==> src/rtl/stream_mux_rr_pkg.sv <==
//------------------------------------------------------------------------------
// Module : stream_mux_rr_pkg
// Brief  : Shared constants and helpers for the stream_mux_rr channel merger.
// Rev    : 1.0  initial release
//------------------------------------------------------------------------------
`default_nettype none

package stream_mux_rr_pkg;

   localparam logic MODE_FIXED = 1'b0;
   localparam logic MODE_RR    = 1'b1;

   // Index width for `value` entries; never less than one bit.
   function automatic int clog2(input int value);
      int r;
      r = 1;
      for (int i = 1; i < 32; i++) begin
         if ((1 << i) < value) r = i + 1;
      end
      return r;
   endfunction

endpackage

`default_nettype wire

==> src/rtl/stream_mux_rr_rr_arbiter.sv <==
//------------------------------------------------------------------------------
// Module : rr_arbiter
// Brief  : Combinational rotating-priority arbiter; first request at or above
//          ptr wins, otherwise the lowest request overall (wrap).
// Rev    : 1.0  initial release
//------------------------------------------------------------------------------
`default_nettype none

module rr_arbiter
   import stream_mux_rr_pkg::*;
#(
   parameter int N = 8,
   localparam int SW = clog2(N)
) (
   input  logic [N-1:0]  req,
   input  logic [SW-1:0] ptr,
   output logic          gnt_valid,
   output logic [SW-1:0] gnt_idx
);

   // Descending scans so the final assignment is the lowest matching index;
   // the second pass overrides with the lowest request at or above ptr.
   always_comb begin
      gnt_valid = 1'b0;
      gnt_idx   = '0;
      for (int i = N - 1; i >= 0; i--) begin
         if (req[i]) begin
            gnt_valid = 1'b1;
            gnt_idx   = SW'(i);
         end
      end
      for (int i = N - 1; i >= 0; i--) begin
         if (req[i] && (SW'(i) >= ptr)) gnt_idx = SW'(i);
      end
   end

endmodule

`default_nettype wire

==> src/rtl/stream_mux_rr.sv <==
//------------------------------------------------------------------------------
// Module : stream_mux_rr
// Brief  : N-channel valid/ready stream merger with registered output and
//          fixed-select or round-robin arbitration. Define MUX_PKT_LOCK_EN to
//          hold the grant on one channel until its last beat.
// Rev    : 1.0  initial release
//------------------------------------------------------------------------------
`default_nettype none

module stream_mux_rr
   import stream_mux_rr_pkg::*;
#(
   parameter int N = 8,
   parameter int W = 8,
   localparam int SW = clog2(N)
) (
   input  logic           clk,
   input  logic           rst,
   input  logic           mode,
   input  logic [SW-1:0]  sel,
   input  logic [N-1:0]   in_valid,
   input  logic [N*W-1:0] in_data,
   input  logic [N-1:0]   in_last,
   output logic [N-1:0]   in_ready,
   output logic           out_valid,
   output logic [W-1:0]   out_data,
   output logic           out_last,
   output logic [SW-1:0]  out_ch,
   input  logic           out_ready
);

   logic          out_valid_q, out_valid_d;
   logic [W-1:0]  out_data_q,  out_data_d;
   logic          out_last_q,  out_last_d;
   logic [SW-1:0] out_ch_q,    out_ch_d;
   logic [SW-1:0] rr_ptr_q,    rr_ptr_d;

   logic          arb_valid;
   logic [SW-1:0] arb_idx;
   logic          gnt_valid;
   logic [SW-1:0] gnt_idx;
   logic          can_accept;
   logic [N-1:0]  ready_vec;
   logic [W-1:0]  gnt_data;
   logic          gnt_last;
   logic          xfer;
   logic          ptr_adv_ok;

`ifdef MUX_PKT_LOCK_EN
   logic          lock_q,    lock_d;
   logic [SW-1:0] lock_ch_q, lock_ch_d;
`endif

   rr_arbiter #(.N(N)) u_arb (
      .req       (in_valid),
      .ptr       (rr_ptr_q),
      .gnt_valid (arb_valid),
      .gnt_idx   (arb_idx)
   );

   always_comb begin
      gnt_valid = 1'b0;
      gnt_idx   = '0;
      if (mode == MODE_RR) begin
         gnt_valid = arb_valid;
         gnt_idx   = arb_idx;
      end else if (int'(sel) < N) begin
         gnt_valid = 1'b1;
         gnt_idx   = sel;
      end
`ifdef MUX_PKT_LOCK_EN
      if (lock_q) begin
         gnt_valid = 1'b1;
         gnt_idx   = lock_ch_q;
      end
`endif
   end

   assign can_accept = !out_valid_q || out_ready;

   always_comb begin
      ready_vec = '0;
      gnt_data  = '0;
      gnt_last  = 1'b0;
      for (int i = 0; i < N; i++) begin
         if (gnt_idx == SW'(i)) begin
            ready_vec[i] = gnt_valid && can_accept && !rst;
            gnt_data     = in_data[i*W +: W];
            gnt_last     = in_last[i];
         end
      end
   end

   assign in_ready = ready_vec;
   assign xfer     = |(ready_vec & in_valid);

`ifdef MUX_PKT_LOCK_EN
   assign ptr_adv_ok = gnt_last;
`else
   assign ptr_adv_ok = 1'b1;
`endif

   always_comb begin
      out_valid_d = out_valid_q;
      out_data_d  = out_data_q;
      out_last_d  = out_last_q;
      out_ch_d    = out_ch_q;
      rr_ptr_d    = rr_ptr_q;
      if (xfer) begin
         out_valid_d = 1'b1;
         out_data_d  = gnt_data;
         out_last_d  = gnt_last;
         out_ch_d    = gnt_idx;
         // Wrap at N, not 2^SW, so unused indices are never pointed at.
         if ((mode == MODE_RR) && ptr_adv_ok)
            rr_ptr_d = (gnt_idx == SW'(N - 1)) ? '0 : gnt_idx + 1'b1;
      end else if (out_ready) begin
         out_valid_d = 1'b0;
      end
   end

`ifdef MUX_PKT_LOCK_EN
   always_comb begin
      lock_d    = lock_q;
      lock_ch_d = lock_ch_q;
      if (xfer) begin
         lock_d    = !gnt_last;
         lock_ch_d = gnt_idx;
      end
   end

   always_ff @(posedge clk) begin
      if (rst) begin
         lock_q    <= 1'b0;
         lock_ch_q <= '0;
      end else begin
         lock_q    <= lock_d;
         lock_ch_q <= lock_ch_d;
      end
   end
`endif

   always_ff @(posedge clk) begin
      if (rst) begin
         out_valid_q <= 1'b0;
         out_data_q  <= '0;
         out_last_q  <= 1'b0;
         out_ch_q    <= '0;
         rr_ptr_q    <= '0;
      end else begin
         out_valid_q <= out_valid_d;
         out_data_q  <= out_data_d;
         out_last_q  <= out_last_d;
         out_ch_q    <= out_ch_d;
         rr_ptr_q    <= rr_ptr_d;
      end
   end

   assign out_valid = out_valid_q;
   assign out_data  = out_data_q;
   assign out_last  = out_last_q;
   assign out_ch    = out_ch_q;

endmodule

`default_nettype wire

==> config.mk <==
export PLATFORM = sky130hd
export DESIGN_NAME = stream_mux_rr
export DESIGN_NICKNAME = d
export VERILOG_FILES = /design/src/rtl/stream_mux_rr_pkg.sv /design/src/rtl/stream_mux_rr_rr_arbiter.sv /design/src/rtl/stream_mux_rr.sv
export SDC_FILE = /design/constraint.sdc
export NUM_CORES = 1
export LEC_CHECK = 0
export CAP_MARGIN = 20
export CORE_MARGIN = 2
export CORE_UTILIZATION = 29
export DETAILED_ROUTE_END_ITERATION = 8
export GPL_TIMING_DRIVEN = 1
export MAX_ROUTING_LAYER = met4
export PLACE_DENSITY_LB_ADDON = 0.25
export SLEW_MARGIN = 20
export SYNTH_ARGS = -nofsm -noshare
export SYNTH_HDL_FRONTEND = slang
export SYNTH_SLANG_ARGS = --single-unit
==> constraint.sdc <==
create_clock -name clk -period 7.3 [get_ports clk]
set_input_delay 1.825 -clock clk [delete_from_list [all_inputs] [get_ports clk]]
set_output_delay 1.825 -clock clk [all_outputs]
set_load 0.03 [all_outputs]
==> results_dict.tcl, run 1 <==
set metrics [dict create \
    synth-edff-count 0 \
    final_antenna_net_count 0 \
    part_of_the_yosys_area_used_for_sequential_elements_pct 42.0 \
    grt_setup_unrepaired "false" \
    cpPeakStageDelay_ns 0.70 \
    clkSlewWorstSetupHoldPaths_ns 0.05 \
    leakage_nw 2.20 \
    post_syn_area_per_cell_um2 8.83 \
    postLayoutCoreUtil_pct 47.4 \
    cell_types_with_the_largest_area_share_after_synthesis "dfxtp_1 (42%), and2_1 (5.3%), and3_1 (5.3%)" \
    cts_repair_resize_count 0 \
    hold_viol_final 0 \
    post-dp-hpwl_um 8840 \
    drt-wirelength-per-cell_um 16.2 \
    die_area_um2 13000 \
    setup_viol 0 \
    grt-ovfl-total 0 \
    antenna_found_initial 0 \
    cts_tree "yes" \
    power_density_nw_per_um2 199 \
    netlist.area_leader.share_pct 42.0 \
    grt_start_max_net_pins 38 \
    cts_htree_levels 3 \
    synthArstFlopShare_pct 0 \
    post_route_cells_drive_above_1_share_pct 7.61 \
    worstPathMaxFanout 6 \
    core_um2 11900 \
    finalNetCount 679 \
    quantity_of_hold_fixing_buffers_added_after_cts 0 \
    final_min_period_over_clock_period_pct 93.4 \
    slew_viol_final 0 \
    worstPathRequired_ns 5.48 \
    timing.clock.skew_ns 0.00777 \
    max-vdd-ir-drop_mv 0.111 \
    routed_wirelength_um 11600 \
    cap_violations 0 \
    cts-root-to-sink-buffers 2 \
    grt_pass1_vias 3716 \
    setup-tns-final_ns 0 \
    post-route-drc-count 0 \
    cts_num_sinks 74 \
    fmax_ghz 0.147 \
    total_global_route_track_usage_pct 18.4 \
    maxSlewHeadroom_pct 48.7 \
    synth_common_cells "dfxtp_1 (74), and2_1 (30), and3_1 (30), nand2_1 (21), a21oi_1 (19)" \
    timing.critical_path.cells "clkdlybuf4s50_1 -> nor4_1 -> nand4_1 -> or3_1 -> ha_1 -> nor2_1 -> a32oi_1 -> or3_1 -> nor2_1 -> clkdlybuf4s50_1" \
    mappedNetlistArea_um2 3520 \
    seqCellArea_um2 1480 \
    ys.flop_type "dfxtp_1" \
    number_of_drc_markers_in_iteration_0 161 \
    synth_cell_types 56 \
    initial_cell_density_of_the_core_pct 29.6 \
    multi_input_comb_area_um2 1860 \
    placementRows 40 \
    firstDrtPassIters 5 \
    timing.critical_path.slowest_stage_cell "clkdlybuf4s50_1" \
    fp.dieW_um 114 \
    synthesis.nets 518 \
    post_drt_via_cell_ratio 5.14 \
    synth.most_common_cell "dfxtp_1" \
    path_class "input pin to primary output" \
    clkLatencyLatePin_ns 0.33 \
    fillerInstances 1115 \
    num_antenna_cells 0 \
    gpl.final_weighted_congestion 0.948 \
    syn_to_final_growth_pct 60.3 \
    post-cts-setup-buffer-count 0 \
    crit_path_end_kind "primary output" \
    max_slew.worst_pin.slew_ns 0.769 \
    cts-root-buf "clkbuf_16" \
    io_buffers 165 \
    outcome "finished clean" \
    yosys_register_bits 74 \
    synth_area_leader_cell "dfxtp_1" \
    ioPinCount 166 \
    cp-start-kind "input pin" \
    die_height_um 114 \
    synthesis.instances 399 \
    crit_path_arrival_time_ns 4.99 \
    detailroute.via_count 3661 \
    finalCriticalPeriod_ns 6.82 \
    hp-class "register to register" \
    wire_length_of_the_first_global_routing_pass_um 18400 \
    synth-warning-count 0 \
    cts-buffers-inserted 9 \
]
[through the flow]
stage	setup slack, ns	hold WS, ns	instance area, um^2	power (mW)	cells
CTS	0.468	0.461	5650	1.13	712
detailed placement	0.498	0.444	5310	0.628	696
global route	0.159	0.475	5650	1.17	712
global placement	0.521	0.441	5310	0.626	696
finish	0.483	0.455	5650	1.13	712
floorplan	0.0626	0.453	3520	0.523	399
[registers in the layout (all words and copies together), names as in the netlist]
name / count
out_ch: 32
rr_ptr_q: 32
out_data: 8
out_last: 1
out_valid: 1
[kinds of logic after synthesis]
kind of cell / Yosys count / synth area share (%)
flops: 74 / 42.0
mux: 3 / 0.852
simple gates: 182 / 30.8
fa+ha+maj: 3 / 1.07
xor+xnor: 1 / 0.249
compound gates: 99 / 19.9
buf+inv: 37 / 5.08
[worst max-delay path: cells and delay by family]
kind	cells	cell delay [ns]
AND/OR/NAND/NOR	6	1.58
adder cells (fa/ha/maj)	1	0.29
buffers and inverters	2	1.10
AO/OA/AOI/OAI	1	0.20
[where the power goes]
group          internal [mW]  total [mW]  switching (mW)
Combinational          0.106       0.208           0.102
Sequential             0.409       0.413         0.00383
Clock                  0.336       0.505           0.169
[cells in the final DEF (no fill, tap or decap), drive strengths merged, types with 2 or more instances in the layout]
cell and count:
clkdlybuf4s50 159, dfxtp 74, and3 31, and2 30, nand2 21, a21oi 19, a22oi 18, buf 17
nor2 16, nor3 16, o21ai 16, nor4 16, nand3 14, nand4 13, inv 13, clkbuf 10
o211ai 8, nand2b 7, a22o 6, o31ai 5, o31a 4, o21bai 4, nor2b 4, and4b 4
o2bb2ai 4, nand4b 4, or3 3, o21a 3, mux2i 3, ha 3, bufinv 3, a211oi 2
[per-layer routing]
layer / vias up / part of all wire [%] / GRT usage, %
met2: 142 / 49 / 30.5
met5: - / 0 / -
met3: 24 / 7.4 / 6.19
met1: 1690 / 41 / 20.8
met4: 0 / 2.0 / 6.34
li1: 1805 / - / -
[final timing paths]
path / start / endpoint / cells past startpoint / slack [ns]
max: sel[21] / in_ready[4] / 10 / 0.48
max reg2reg: rr_ptr_q[4] / out_data[7] / 14 / 3.34
min reg2reg: out_ch[22] / out_ch[22] / 1 / 0.46
min: out_ch[22] / out_ch[22] / 1 / 0.46
[cell type report]
type,count,area share [%]
Inverter,11,0.820
Multi-Input combinational cell,288,33.0
Sequential cell,74,26.2
Tap cell,147,3.26
Clock inverter,6,1.99
Clock buffer,10,4.05
Timing Repair Buffer,176,30.7
(Power assumes the default switching activity.)
==> inputs of run 2 (changes only) <==
--- a/config.mk
+++ b/config.mk
@@ -12,6 +12,7 @@
 export GPL_TIMING_DRIVEN = 1
 export MAX_ROUTING_LAYER = met4
 export PLACE_DENSITY_LB_ADDON = 0.25
+export SKIP_LAST_GASP = 1
 export SLEW_MARGIN = 20
 export SYNTH_ARGS = -nofsm -noshare
 export SYNTH_HDL_FRONTEND = slang
==> constraint.sdc (replaced) <==
create_clock -name clk -period 7.4 [get_ports clk]
set_input_delay 1.85 -clock clk [delete_from_list [all_inputs] [get_ports clk]]
set_output_delay 1.85 -clock clk [all_outputs]
set_load 0.03 [all_outputs]
==> run 2 against run 1 <==
  * Routed wire length is 0.57% lower
  * Via count is 0.46% lower
  * Cell count is 0.14% lower
  * Clock power is 9.5% higher
  * Clock skew is 0.0020 ns lower
  * Critical endpoint is now in_ready[3]
  * Highest routed layer unchanged
==> results_dict.tcl, run 2 (synthesis results as in run 1) <==
set metrics [dict create \
    ioPinCount 166 \
    crit_path_arrival_time_ns 5.14 \
    post-route-drc-count 0 \
    worstPathRequired_ns 5.55 \
    core_um2 11900 \
    cts_num_sinks 74 \
    post_route_cells_drive_above_1_share_pct 7.27 \
    cp-start-kind "input pin" \
    postLayoutCoreUtil_pct 47.7 \
    cts_tree "yes" \
    final_antenna_net_count 0 \
    path_class "input pin to primary output" \
    cts-root-to-sink-buffers 2 \
    final_min_period_over_clock_period_pct 94.5 \
    cts_repair_resize_count 0 \
    wire_length_of_the_first_global_routing_pass_um 18600 \
    clkLatencyLatePin_ns 0.32 \
    post-route-cell-area_um2 5680 \
    hp-class "register to register" \
    setup-tns-final_ns 0 \
    io_buffers 165 \
    quantity_of_hold_fixing_buffers_added_after_cts 0 \
    leakage_nw 2.21 \
    routed_wirelength_um 11500 \
    placed_area_um2 5300 \
    number_of_drc_markers_in_iteration_0 119 \
    detailroute.via_count 3644 \
    slew_viol_final 0 \
    seqCellArea_um2 1480 \
    worstPathMaxFanout 7 \
    final_cell_mix "clkdlybuf4s50_1 (159), dfxtp_1 (74), and2_1 (30), and3_1 (30), nand2_1 (21)" \
    fillerInstances 1140 \
    multi_input_comb_area_um2 1860 \
    post-cts-setup-buffer-count 0 \
    num_antenna_cells 0 \
    cts-root-buf "clkbuf_16" \
    holdWs_ns 0.457 \
    outcome "finished clean" \
    gpl.final_weighted_congestion 0.917 \
    grt_pass1_vias 3845 \
    timing.hold.worst_path_depth 1 \
    die_area_um2 13000 \
    final_common_cell "clkdlybuf4s50_1" \
    reg2reg_depth 14 \
    finalPower_mw 1.16 \
    finalCriticalPeriod_ns 6.99 \
    fp.dieW_um 114 \
    hp-start "out_ch[11]" \
    antenna_found_initial 0 \
    max_slew.worst_pin.slew_ns 0.772 \
    max-vdd-ir-drop_mv 0.127 \
    grt_setup_unrepaired "false" \
    r2r_slack_ns 3.49 \
    setup_viol 0 \
    finalNetCount 678 \
    crit_path_end_kind "primary output" \
    grt_start_max_net_pins 38 \
    initial_cell_density_of_the_core_pct 29.6 \
    power_density_nw_per_um2 205 \
    critical_path.reg2reg.startpoint "rr_ptr_q[20]" \
    cap_violations 0 \
    fmax_ghz 0.143 \
    grt-ovfl-total 0 \
    drt-wirelength-per-cell_um 16.2 \
    placementRows 40 \
    clkSlewWorstSetupHoldPaths_ns 0.05 \
    post_drt_via_cell_ratio 5.13 \
    total_global_route_track_usage_pct 18.4 \
    timing.clock.skew_ns 0.00582 \
    hold_viol_final 0 \
    syn_to_final_growth_pct 61.3 \
    cts-buffers-inserted 9 \
    die_height_um 114 \
    firstDrtPassIters 4 \
    maxSlewHeadroom_pct 48.5 \
    cts_htree_levels 3 \
    r2r_end "out_data[7]" \
    post-dp-hpwl_um 8830 \
    hold_path_end "out_ch[11]" \
]
==> run 2: cell count changes in the layout (fill, tap and decap cells not counted), sizes merged <==
cell and delta:
buf -1, bufinv +2, clkbuf +1, clkinv -1, inv -2
==> run 2: how the worst max path moves through the flow <==
stage | from | endpoint | slack (ns) | depth (start not counted)
finish | sel[14] | in_ready[3] | 0.41 | 10
global route | sel[21] | in_ready[3] | 0.21 | 10
CTS | sel[30] | in_ready[3] | 0.45 | 10
detailed placement | sel[14] | in_ready[3] | 0.46 | 10
global placement | sel[30] | in_ready[1] | 0.51 | 15
floorplan | sel[21] | in_ready[2] | 0.11 | 16
==> run 2: layout make-up <==
type / instances / area share, %
multi-input cells: 288 / 32.8
repair buffers: 175 / 30.3
flip-flops and latches: 74 / 26.1
clock buffers: 11 / 4.10
well taps: 147 / 3.24
clock inverters: 5 / 2.64
inverters: 11 / 0.815
==> run 2: routing by layer <==
| layer | vias to the layer above | GRT usage [%] | wire length (um) |
|---|---|---|---|
| met5 | - | - | 0 |
| met4 | 0 | 7.40 | 240 |
| met3 | 17 | 5.19 | 785 |
| met2 | 135 | 30.9 | 5720 |
| met1 | 1684 | 20.7 | 4760 |
| li1 | 1808 | - | - |
==> run 2: report_power, final <==
part | switching, mW | leakage (nW) | internal, mW | total (mW)
logic | 0.0999 | 1.43 | 0.104 | 0.204
registers | 0.00387 | 0.597 | 0.403 | 0.407
clock network | 0.155 | 0.184 | 0.398 | 0.553
==> run 2: through the flow <==
step	setup WS [ns]	instances
global placement	0.506	695
CTS	0.451	711
global route	0.206	711
floorplan	0.113	399
detailed placement	0.459	695
finish	0.408	711
==> run 2: worst max-delay path: stages <==
cell             delay (ns)
clkdlybuf4s50_1        0.41
nor4_1                 0.29
nand4_1                0.16
or3_1                  0.38
ha_1                   0.31
nor2_1                 0.08
a32oi_1                0.45
nand2b_1               0.29
nor3_1                 0.21
clkdlybuf4s50_1        0.72
==> inputs of run 3 (changes only) <==
--- a/config.mk
+++ b/config.mk
@@ -12,8 +12,6 @@
 export GPL_TIMING_DRIVEN = 1
 export MAX_ROUTING_LAYER = met4
 export PLACE_DENSITY_LB_ADDON = 0.25
-export SKIP_LAST_GASP = 1
-export SLEW_MARGIN = 20
 export SYNTH_ARGS = -nofsm -noshare
 export SYNTH_HDL_FRONTEND = slang
 export SYNTH_SLANG_ARGS = --single-unit
==> results of run 3 <==
Same layout as run 2: the final DEF is identical, and so are final timing and power.
